File: src/rtl/rggen_apb_regfile_pkg.sv
// Shared types for the APB register file: field access modes and
// the transfer state machine encoding.
package rggen_apb_regfile_pkg;

  typedef enum logic [1:0] {
    RGGEN_RW  = 2'd0,
    RGGEN_RO  = 2'd1,
    RGGEN_W1C = 2'd2,
    RGGEN_RC  = 2'd3
  } rggen_field_mode_e;

  typedef enum logic [1:0] {
    ST_IDLE = 2'd0,
    ST_WAIT = 2'd1,
    ST_DONE = 2'd2
  } rggen_apb_regfile_state_e;

endpackage

File: src/rtl/rggen_apb_regfile_field.sv
// One register field; storage and update rule depend on MODE.
// RO fields hold no state and forward the hardware value.
module rggen_apb_regfile_field
  import rggen_apb_regfile_pkg::*;
#(
  parameter int                WIDTH = 8,
  parameter rggen_field_mode_e MODE  = RGGEN_RW,
  parameter logic [WIDTH-1:0]  INIT  = '0
) (
  input  logic             i_clk,
  input  logic             i_rst,
  input  logic             i_we,
  input  logic [WIDTH-1:0] i_mask,
  input  logic [WIDTH-1:0] i_wdata,
  input  logic             i_rclr,
  input  logic [WIDTH-1:0] i_set,
  input  logic [WIDTH-1:0] i_ro,
  output logic [WIDTH-1:0] o_value
);

  // Not every mode consumes every input.
  logic unused_in;
  assign unused_in = ^{i_clk, i_rst, i_we, i_mask,
                       i_wdata, i_rclr, i_set, i_ro};

  if (MODE == RGGEN_RO) begin : g_ro
    assign o_value = i_ro;
  end else begin : g_store
    logic [WIDTH-1:0] value_q;
    logic [WIDTH-1:0] value_d;

    // Hardware set is ORed in last so it wins over any clear.
    always_comb begin
      value_d = value_q;
      unique case (MODE)
        RGGEN_RW: begin
          if (i_we) begin
            value_d = (value_q & ~i_mask) | (i_wdata & i_mask);
          end
        end
        RGGEN_W1C: begin
          if (i_we) begin
            value_d = value_q & ~(i_wdata & i_mask);
          end
          value_d = value_d | i_set;
        end
        RGGEN_RC: begin
          if (i_rclr) begin
            value_d = '0;
          end
          value_d = value_d | i_set;
        end
        default: value_d = value_q;
      endcase
    end

    always_ff @(posedge i_clk or posedge i_rst) begin
      if (i_rst) begin
        value_q <= INIT;
      end else begin
        value_q <= value_d;
      end
    end

    assign o_value = value_q;
  end

endmodule

File: src/rtl/rggen_apb_register_file.sv
// APB slave over an array of identical multi-field registers with
// wait states, byte strobes and an out-of-range error response.
module rggen_apb_register_file
  import rggen_apb_regfile_pkg::*;
#(
  parameter int ADDRESS_WIDTH = 8,
  parameter int BUS_WIDTH     = 32,
  parameter int DATA_WIDTH    = 64,
  parameter int REGISTERS     = 8,
  parameter int FIELD_WIDTH   = 8,
  parameter logic [2*(DATA_WIDTH/FIELD_WIDTH)-1:0] FIELD_MODE
    = 16'hE4E4,
  parameter logic [DATA_WIDTH-1:0] INITIAL_VALUE = '0,
  parameter int WAIT_STATES   = 0
) (
  input  logic                     i_clk,
  input  logic                     i_rst,
  input  logic                     i_psel,
  input  logic                     i_penable,
  input  logic                     i_pwrite,
  input  logic [ADDRESS_WIDTH-1:0] i_paddr,
  input  logic [BUS_WIDTH-1:0]     i_pwdata,
  input  logic [BUS_WIDTH/8-1:0]   i_pstrb,
  output logic                     o_pready,
  output logic [BUS_WIDTH-1:0]     o_prdata,
  output logic                     o_pslverr,
  output logic [REGISTERS-1:0][DATA_WIDTH-1:0] o_value,
  input  logic [REGISTERS-1:0][DATA_WIDTH-1:0] i_ro_value,
  input  logic [REGISTERS-1:0][DATA_WIDTH-1:0] i_set
);

  localparam int BYTES_PER_WORD = BUS_WIDTH / 8;
  localparam int BYTES_PER_REG  = DATA_WIDTH / 8;
  localparam int WORDS          = DATA_WIDTH / BUS_WIDTH;
  localparam int FIELDS         = DATA_WIDTH / FIELD_WIDTH;
  localparam int LIMIT          = REGISTERS * BYTES_PER_REG;
  localparam int CNT_W =
    (WAIT_STATES > 1) ? $clog2(WAIT_STATES) : 1;

  rggen_apb_regfile_state_e state_q;
  rggen_apb_regfile_state_e state_d;
  logic [CNT_W-1:0]     cnt_q;
  logic [CNT_W-1:0]     cnt_d;
  logic [BUS_WIDTH-1:0] prdata_q;
  logic [BUS_WIDTH-1:0] prdata_d;
  logic                 pslverr_q;
  logic                 pslverr_d;

  logic [31:0]          addr;
  logic [31:0]          reg_idx;
  logic [31:0]          word_idx;
  logic                 err;
  logic [BUS_WIDTH-1:0] rd_word;
  logic [BUS_WIDTH-1:0] wmask;
  logic                 wr_go;
  logic                 rd_go;

  assign addr     = 32'(i_paddr);
  assign reg_idx  = addr / 32'(BYTES_PER_REG);
  assign word_idx = (addr % 32'(BYTES_PER_REG))
                    / 32'(BYTES_PER_WORD);
  assign err      = addr >= 32'(LIMIT);

  always_comb begin
    rd_word = '0;
    for (int r = 0; r < REGISTERS; r++) begin
      for (int w = 0; w < WORDS; w++) begin
        if (reg_idx == 32'(r) && word_idx == 32'(w)) begin
          rd_word = o_value[r][w*BUS_WIDTH +: BUS_WIDTH];
        end
      end
    end
  end

  always_comb begin
    wmask = '0;
    for (int b = 0; b < BYTES_PER_WORD; b++) begin
      wmask[8*b +: 8] = {8{i_pstrb[b]}};
    end
  end

  // Side effects commit on the edge that ends DONE.
  assign wr_go = (state_q == ST_DONE) && i_pwrite && !err;
  assign rd_go = (state_q == ST_DONE) && !i_pwrite && !err;

  always_comb begin
    state_d = state_q;
    cnt_d   = cnt_q;
    unique case (state_q)
      ST_IDLE: begin
        if (i_psel && !i_penable) begin
          if (WAIT_STATES == 0) begin
            state_d = ST_DONE;
          end else begin
            state_d = ST_WAIT;
            cnt_d   = CNT_W'(WAIT_STATES - 1);
          end
        end
      end
      ST_WAIT: begin
        if (!i_psel) begin
          state_d = ST_IDLE;
        end else if (cnt_q == '0) begin
          state_d = ST_DONE;
        end else begin
          cnt_d = cnt_q - 1'b1;
        end
      end
      ST_DONE: state_d = ST_IDLE;
      default: state_d = ST_IDLE;
    endcase

    // Response is captured from pre-commit values on DONE entry.
    prdata_d  = '0;
    pslverr_d = 1'b0;
    if (state_d == ST_DONE) begin
      pslverr_d = err;
      prdata_d  = err ? '0 : rd_word;
    end
  end

  always_ff @(posedge i_clk or posedge i_rst) begin
    if (i_rst) begin
      state_q   <= ST_IDLE;
      cnt_q     <= '0;
      prdata_q  <= '0;
      pslverr_q <= 1'b0;
    end else begin
      state_q   <= state_d;
      cnt_q     <= cnt_d;
      prdata_q  <= prdata_d;
      pslverr_q <= pslverr_d;
    end
  end

  assign o_pready  = (state_q == ST_DONE);
  assign o_prdata  = prdata_q;
  assign o_pslverr = pslverr_q;

  for (genvar r = 0; r < REGISTERS; r++) begin : g_reg
    for (genvar f = 0; f < FIELDS; f++) begin : g_field
      localparam int LSB  = f * FIELD_WIDTH;
      localparam int WORD = LSB / BUS_WIDTH;
      localparam int OFS  = LSB % BUS_WIDTH;

      logic hit;
      assign hit = (reg_idx == 32'(r))
                && (word_idx == 32'(WORD));

      rggen_apb_regfile_field #(
        .WIDTH (FIELD_WIDTH),
        .MODE  (rggen_field_mode_e'(FIELD_MODE[2*f +: 2])),
        .INIT  (INITIAL_VALUE[LSB +: FIELD_WIDTH])
      ) u_field (
        .i_clk   (i_clk),
        .i_rst   (i_rst),
        .i_we    (wr_go & hit),
        .i_mask  (wmask[OFS +: FIELD_WIDTH]),
        .i_wdata (i_pwdata[OFS +: FIELD_WIDTH]),
        .i_rclr  (rd_go & hit),
        .i_set   (i_set[r][LSB +: FIELD_WIDTH]),
        .i_ro    (i_ro_value[r][LSB +: FIELD_WIDTH]),
        .o_value (o_value[r][LSB +: FIELD_WIDTH])
      );
    end
  end

endmodule

File: config.mk
export PLATFORM = sky130hd
export DESIGN_NAME = rggen_apb_register_file
export DESIGN_NICKNAME = d
export VERILOG_FILES = /design/src/rtl/rggen_apb_regfile_pkg.sv /design/src/rtl/rggen_apb_regfile_field.sv /design/src/rtl/rggen_apb_register_file.sv
export SDC_FILE = /design/constraint.sdc
export NUM_CORES = 1
export LEC_CHECK = 0
export BUFFER_PORTS_ARGS = -buffer_cell sky130_fd_sc_hd__buf_2
export CORE_AREA = 2 2 624 626
export DETAILED_ROUTE_END_ITERATION = 8
export DIE_AREA = 0 0 626 628
export SETUP_SLACK_MARGIN = 0.3
export SLEW_MARGIN = 20
export SYNTH_ARGS = -nofsm -noshare
export SYNTH_HDL_FRONTEND = slang
export SYNTH_SLANG_ARGS = --single-unit
export TNS_END_PERCENT = 5
File: constraint.sdc
create_clock -name i_clk -period 13.3 [get_ports i_clk]
set_input_delay 0.665 -clock i_clk [delete_from_list [all_inputs] [get_ports i_clk]]
set_output_delay 0.665 -clock i_clk [all_outputs]
set_load 0.01 [all_outputs]
### After elaboration in Yosys (flattened, before gate mapping)

Index checks and enable logic that the tools add are counted.

* register bits: 420

* $add $sub $neg: 1
* order comparisons: 1
* equal/unequal tests: 10
* muxes and demuxes: 56
* bitwise gates (word level): 116
* reduce and logical (&&, ||, !) cells: 28

Operators by type and width (count)
* 32-bit two-way mux: 18
* 8-bit bitwise OR: 48
* 8-bit bitwise AND: 34
* 8-bit two-way mux: 32
* 32-bit logical NOT: 2
* 1-bit bitwise AND: 32
* 1-bit logical AND: 21
* 5-bit by 3-bit == test with 1-bit output, second input constant: 4
* 8-bit NOT: 2
* 5-bit by 2-bit == test with 1-bit output, second input constant: 2
* 8-bit by 7-bit >= comparator with 1-bit output, second input constant: 1
* 2-bit two-way mux: 3
* 5-bit by 1-bit == test with 1-bit output, second input constant: 1
* 2-bit == test, second input constant: 2
* 2-bit one-hot mux with 2 select lines: 1
* 1-bit logical NOT: 3
* 2-bit by 1-bit == test with 1-bit output, second input constant: 1
* 2-bit logical NOT: 1
* 1-bit two-way mux: 2
* 2-bit AND reduction: 1
* 1-bit subtractor, second input constant: 1

### Depth between registers and ports, before layout

* depth after elaboration: 20
* gate-level depth with buffers: 10
* depth with buffers taken out: 7

### Cells and area by module

From an unflattened synthesis, not the netlist that was laid out.

* cell total of the unflattened synthesis: 2178
* area, all modules: 22646.7 sq um

By module, submodules not included
* rggen_apb_register_file: times used 1, cells an instance 930, area an instance 6431.2 sq um, seq. area each 875.8 sq um
* rggen_apb_regfile_field (g_reg[0].g_field[0].u_field ...): times used 16, cells an instance 26, area an instance 365.4 sq um, seq. area each 200.2 sq um
* rggen_apb_regfile_field (g_reg[0].g_field[2].u_field ...): times used 16, cells an instance 26, area an instance 320.3 sq um, seq. area each 200.2 sq um
* rggen_apb_regfile_field (g_reg[0].g_field[3].u_field ...): times used 16, cells an instance 18, area an instance 267.8 sq um, seq. area each 200.2 sq um
* rggen_apb_regfile_field (g_reg[0].g_field[1].u_field ...): times used 16, cells an instance 8, area an instance 60.1 sq um, seq. area each 0.0 sq um

### Worst setup path before layout

Ideal clock, no wire load.

* path kind: input -> register
* start point: in i_paddr[2]
* end point: reg (tool-made name)
* setup time: 0.128 ns
* data arrival time: 2.286 ns
* setup slack: 10.886 ns
* stages: 7
* cells stage by stage: buf_6 or4_1 buf_4 nor2_4 buf_4 nand3_2 mux2_1

RTL lines
* from (decl): line rggen_apb_register_file.sv:21 `input logic [ADDRESS_WIDTH-1:0] i_paddr,`

### Worst setup path in the final report

* start point: in i_paddr[4]
* end point: reg prdata_q[26] (netlist: o_prdata[26])

* word-level cells in the longest chain between the ends: 20
* elaborated cells between the ends (all ways): 43

RTL lines
* 32-bit logical NOT: line rggen_apb_register_file.sv:68 `if (reg_idx == 32'(r) && word_idx == 32'(w)) begin`
* 1-bit logical AND: line rggen_apb_register_file.sv:68
* 32-bit two-way mux (16 in a row): line rggen_apb_register_file.sv:68
* 32-bit two-way mux *: line rggen_apb_register_file.sv:118 `prdata_d = err ? '0 : rd_word;`
* 32-bit two-way mux *: line rggen_apb_register_file.sv:116 `if (state_d == ST_DONE) begin`
* net prdata_d[26]: line rggen_apb_register_file.sv:45 `logic [BUS_WIDTH-1:0] prdata_d;`
* to (signal assigned): line rggen_apb_register_file.sv:131 `prdata_q <= prdata_d;`
* to (decl): line rggen_apb_register_file.sv:44 `logic [BUS_WIDTH-1:0] prdata_q;`

Mark *: on every way through the listed nets, which the timed path passes. The rest lies on a longest branch.
A chain may end at the register's enable or synchronous reset.

==> flow_metrics.py <==
metrics = {
    "global_route": {
        "antenna_found_initial": 298,
        "first_global_vias": 21090,
        "grt_pass1_wl_microns": 375000,
        "grt_use_total_pct": 16.1,
        "grt_max_degree": 143,
        "overflow": 0,
    },
    "power_and_ir_drop": {
        "p_leak_nw": 12.1,
        "peakVddDrop_mv": 0.0954,
        "power_density_nw_per_um2": 102,
    },
    "critical_path": {
        "crit-reg2reg-launch": "g_reg[1].g_field[7].u_field.o_value[2]$_DFF_PP0_",
        "critPathSlowestCell": "a221oi_1",
        "critPathCaptureType": "flop",
        "worst_setup_path_start_kind": "primary input",
        "r2r_cells": 6,
        "crit_chain": "buf_2 > buf_4 > buf_4 > or2_2 > nor2_8 > buf_4 > a221oi_1 > o211ai_1 > o2111ai_1 > a21oi_1",
        "r2r_end": "o_prdata[26]$_DFF_PP0_",
        "critical_path.max_fanout": 32,
        "regToRegSetupSlack_ns": 9.75,
        "max_stage_delay_ns": 0.94,
        "critical_path_required_ns": 13.84,
        "worst_path_most_repeated_cell": "buf_4",
        "path_delay_family": "compound AO/OA/AOI/OAI gates",
        "worstSetupPathType": "primary input to flop",
        "worstPathArrival_ns": 4.84,
        "crit_buf_inv": 4,
    },
    "detailed_routing": {
        "drt_iter0_drc": 2355,
        "drt-met1-wl_microns": 116000,
        "avgViaCountPerCell": 2.91,
        "wl_per_cell_microns": 40.3,
        "route.met2.wl_microns": 145000,
        "wl_microns": 327000,
        "vias": 23572,
        "wl_met3_microns": 52100,
        "highest_layer": "met5",
        "route.detailed.drc": 0,
        "drtPass1Iterations": 8,
        "final_antenna_net_count": 0,
    },
    "synth": {
        "ys_seq_elements": 419,
        "synthesis.area_sq_um": 20600,
        "syn_nets": 2981,
        "synthArstFlopShare_pct": 100,
        "ys.flop_type": "dfrtp_1",
        "avgSynthCellArea_sq_um": 10.8,
        "synth_edf_count": 0,
        "synthTopCellsByArea": "dfrtp_1 (51%), mux2_2 (8.1%), buf_4 (5.2%), o21ai_0 (5.0%), a21o_1 (5.0%)",
        "synth.distinct_cells": 74,
        "yosysSeqAreaShare_pct": 50.8,
        "ys_warn_count": 0,
        "syn_inst": 1908,
        "yosysTopAreaCell": "dfrtp_1",
        "synth_top_area_share_pct": 50.8,
    },
    "layout": {
        "layout_commonest_cell": "buf_2",
        "regArea_sq_um": 10500,
        "fillCellCount": 45151,
        "nets": 3826,
        "mostFrequentLayoutCells": "buf_2 (957), dfrtp_1 (419), o21ai_0 (207)",
        "fin_cells": 8112,
        "syn_to_final_growth_pct": 61.5,
        "multi_input_area_sq_um": 8700,
        "layout-drive-gt1-share_pct": 47.0,
    },
    "cts": {
        "cts_resized": 0,
        "cts_buffers": 56,
        "cts_setup_buffers": 0,
        "hold_buffers": 1,
        "root_buffer": "clkbuf_16",
        "cts_tree": "done",
        "clk_path_buf_depth": 3,
        "path_clk_slew_ns": 0.06,
        "htreeDepth": 2,
        "clock_sinks": 419,
        "clk_latency_ns": 0.72,
    },
    "timing": {
        "min_period_over_period_pct": 32.4,
        "fmax_mhz": 232,
        "rsz0062_at_grt": "no",
        "worstMarginPinSlew_ns": 1.27,
        "maxSlewViolCount": 0,
        "fin_skew_ns": 0.0266,
        "slew_headroom_pct": 15.2,
        "fin_crit_ns": 4.30,
        "final-setup-viol-count": 0,
        "tns_ns": 0,
        "hold_viol": 0,
    },
    "placement": {
        "hpwl_microns": 294000,
        "gp_congestion": 0.857,
        "io_buffers": 958,
        "dp_cells": 7889,
    },
    "floorplan": {
        "die_area_sq_um": 393000,
        "die_y_microns": 628,
        "boundaryPins": 1619,
        "rows": 229,
        "start_util_pct": 5.33,
        "fp.dieW_microns": 626,
        "coreArea_sq_um": 387000,
    },
    "status": {
        "status": "completed",
    },
    "min_path": {
        "min_to": "g_reg[4].g_field[3].u_field.o_value[5]$_DFF_PP0_",
        "min_from": "i_set[285]",
        "min_path_type": "primary input to flop",
        "min_path_cells": 2,
    },
    "flow_run": {
        "drv_cap": 0,
    },
}
[cell families after synthesis]
group                  synth area share (%)
AOI/OAI and AO/OA                      21.0
DFF                                    50.8
and+or+nand+nor                        10.3
buffers and inverters                  7.45
muxes                                  10.4
other                                0.0182
[synth_stat cells (11+ instances only)]
library cell / count
a211oi_1: 20
a21oi_1: 82
o211ai_1: 20
nand3_1: 35
a221oi_1: 31
o2111ai_1: 11
a22oi_1: 43
nor3_1: 27
a21o_1: 137
nand2_1: 104
o21ai_0: 208
nand2b_1: 125
o32ai_1: 12
nor2_1: 42
clkbuf_1: 52
mux2i_1: 46
dfrtp_1: 419
mux2_2: 149
o22ai_1: 28
buf_2: 40
buf_4: 143
[through the flow]
step	hold WS [ns]	utilization, %	setup slack, ns	power, W	instance area [sq um]
after floorplan	0.518	-	0.972	0.00145	20600
after global placement	0.475	8.01	8.18	0.00171	31000
after detailed placement	0.488	8.02	8.22	0.00171	31000
after CTS	0.0243	8.53	9.00	0.00342	33000
after global routing	0.0604	8.57	9.00	0.00348	33200
final	0.117	8.61	9.00	0.00339	33300
[how the worst max path moves through the flow]
stage,end,slack (ns),cells after the start,from
2_1_floorplan,asynchronous set/reset pin,0.97,1,i_rst
3_3_place_gp,o_prdata[10]$_DFF_PP0_,8.18,10,i_paddr[4]
3_5_place_dp,o_prdata[4]$_DFF_PP0_,8.22,10,i_paddr[4]
4_1_cts,o_prdata[4]$_DFF_PP0_,9.00,10,i_paddr[4]
5_1_grt,o_prdata[4]$_DFF_PP0_,9.00,10,i_paddr[4]
6_report,o_prdata[26]$_DFF_PP0_,9.00,10,i_paddr[4]
[final cells by class]
type / count / share of cell area [%]
Antenna cell: 122 / 0.916
Clock buffer: 73 / 4.70
Clock inverter: 25 / 1.18
Inverter: 5 / 0.0788
Multi-Input combinational cell: 1242 / 26.1
Sequential cell: 419 / 31.5
Tap cell: 5197 / 19.5
Timing Repair Buffer: 1029 / 16.1
[per-layer routing]
layer	track usage (%)	vias to the layer above
met5	0	-
met4	5.75	136
met3	10.5	717
met2	25.2	2140
met1	17.3	11800
li1	-	8779
[worst reg2reg max path: cells and delay by family (launching register included)]
family	cells	cell delay, ns
compound gates	5	2.59
flops	1	0.58
mux	1	0.29
[report_power, final]
group | switching (W) | total [W] | internal (W)
clock network | 0.000714 | 0.00170 | 0.000984
registers | 0.00000271 | 0.00128 | 0.00128
logic | 0.000304 | 0.000406 | 0.000102
total | 0.00102 | 0.00339 | 0.00237
(Power assumes the default switching activity.)
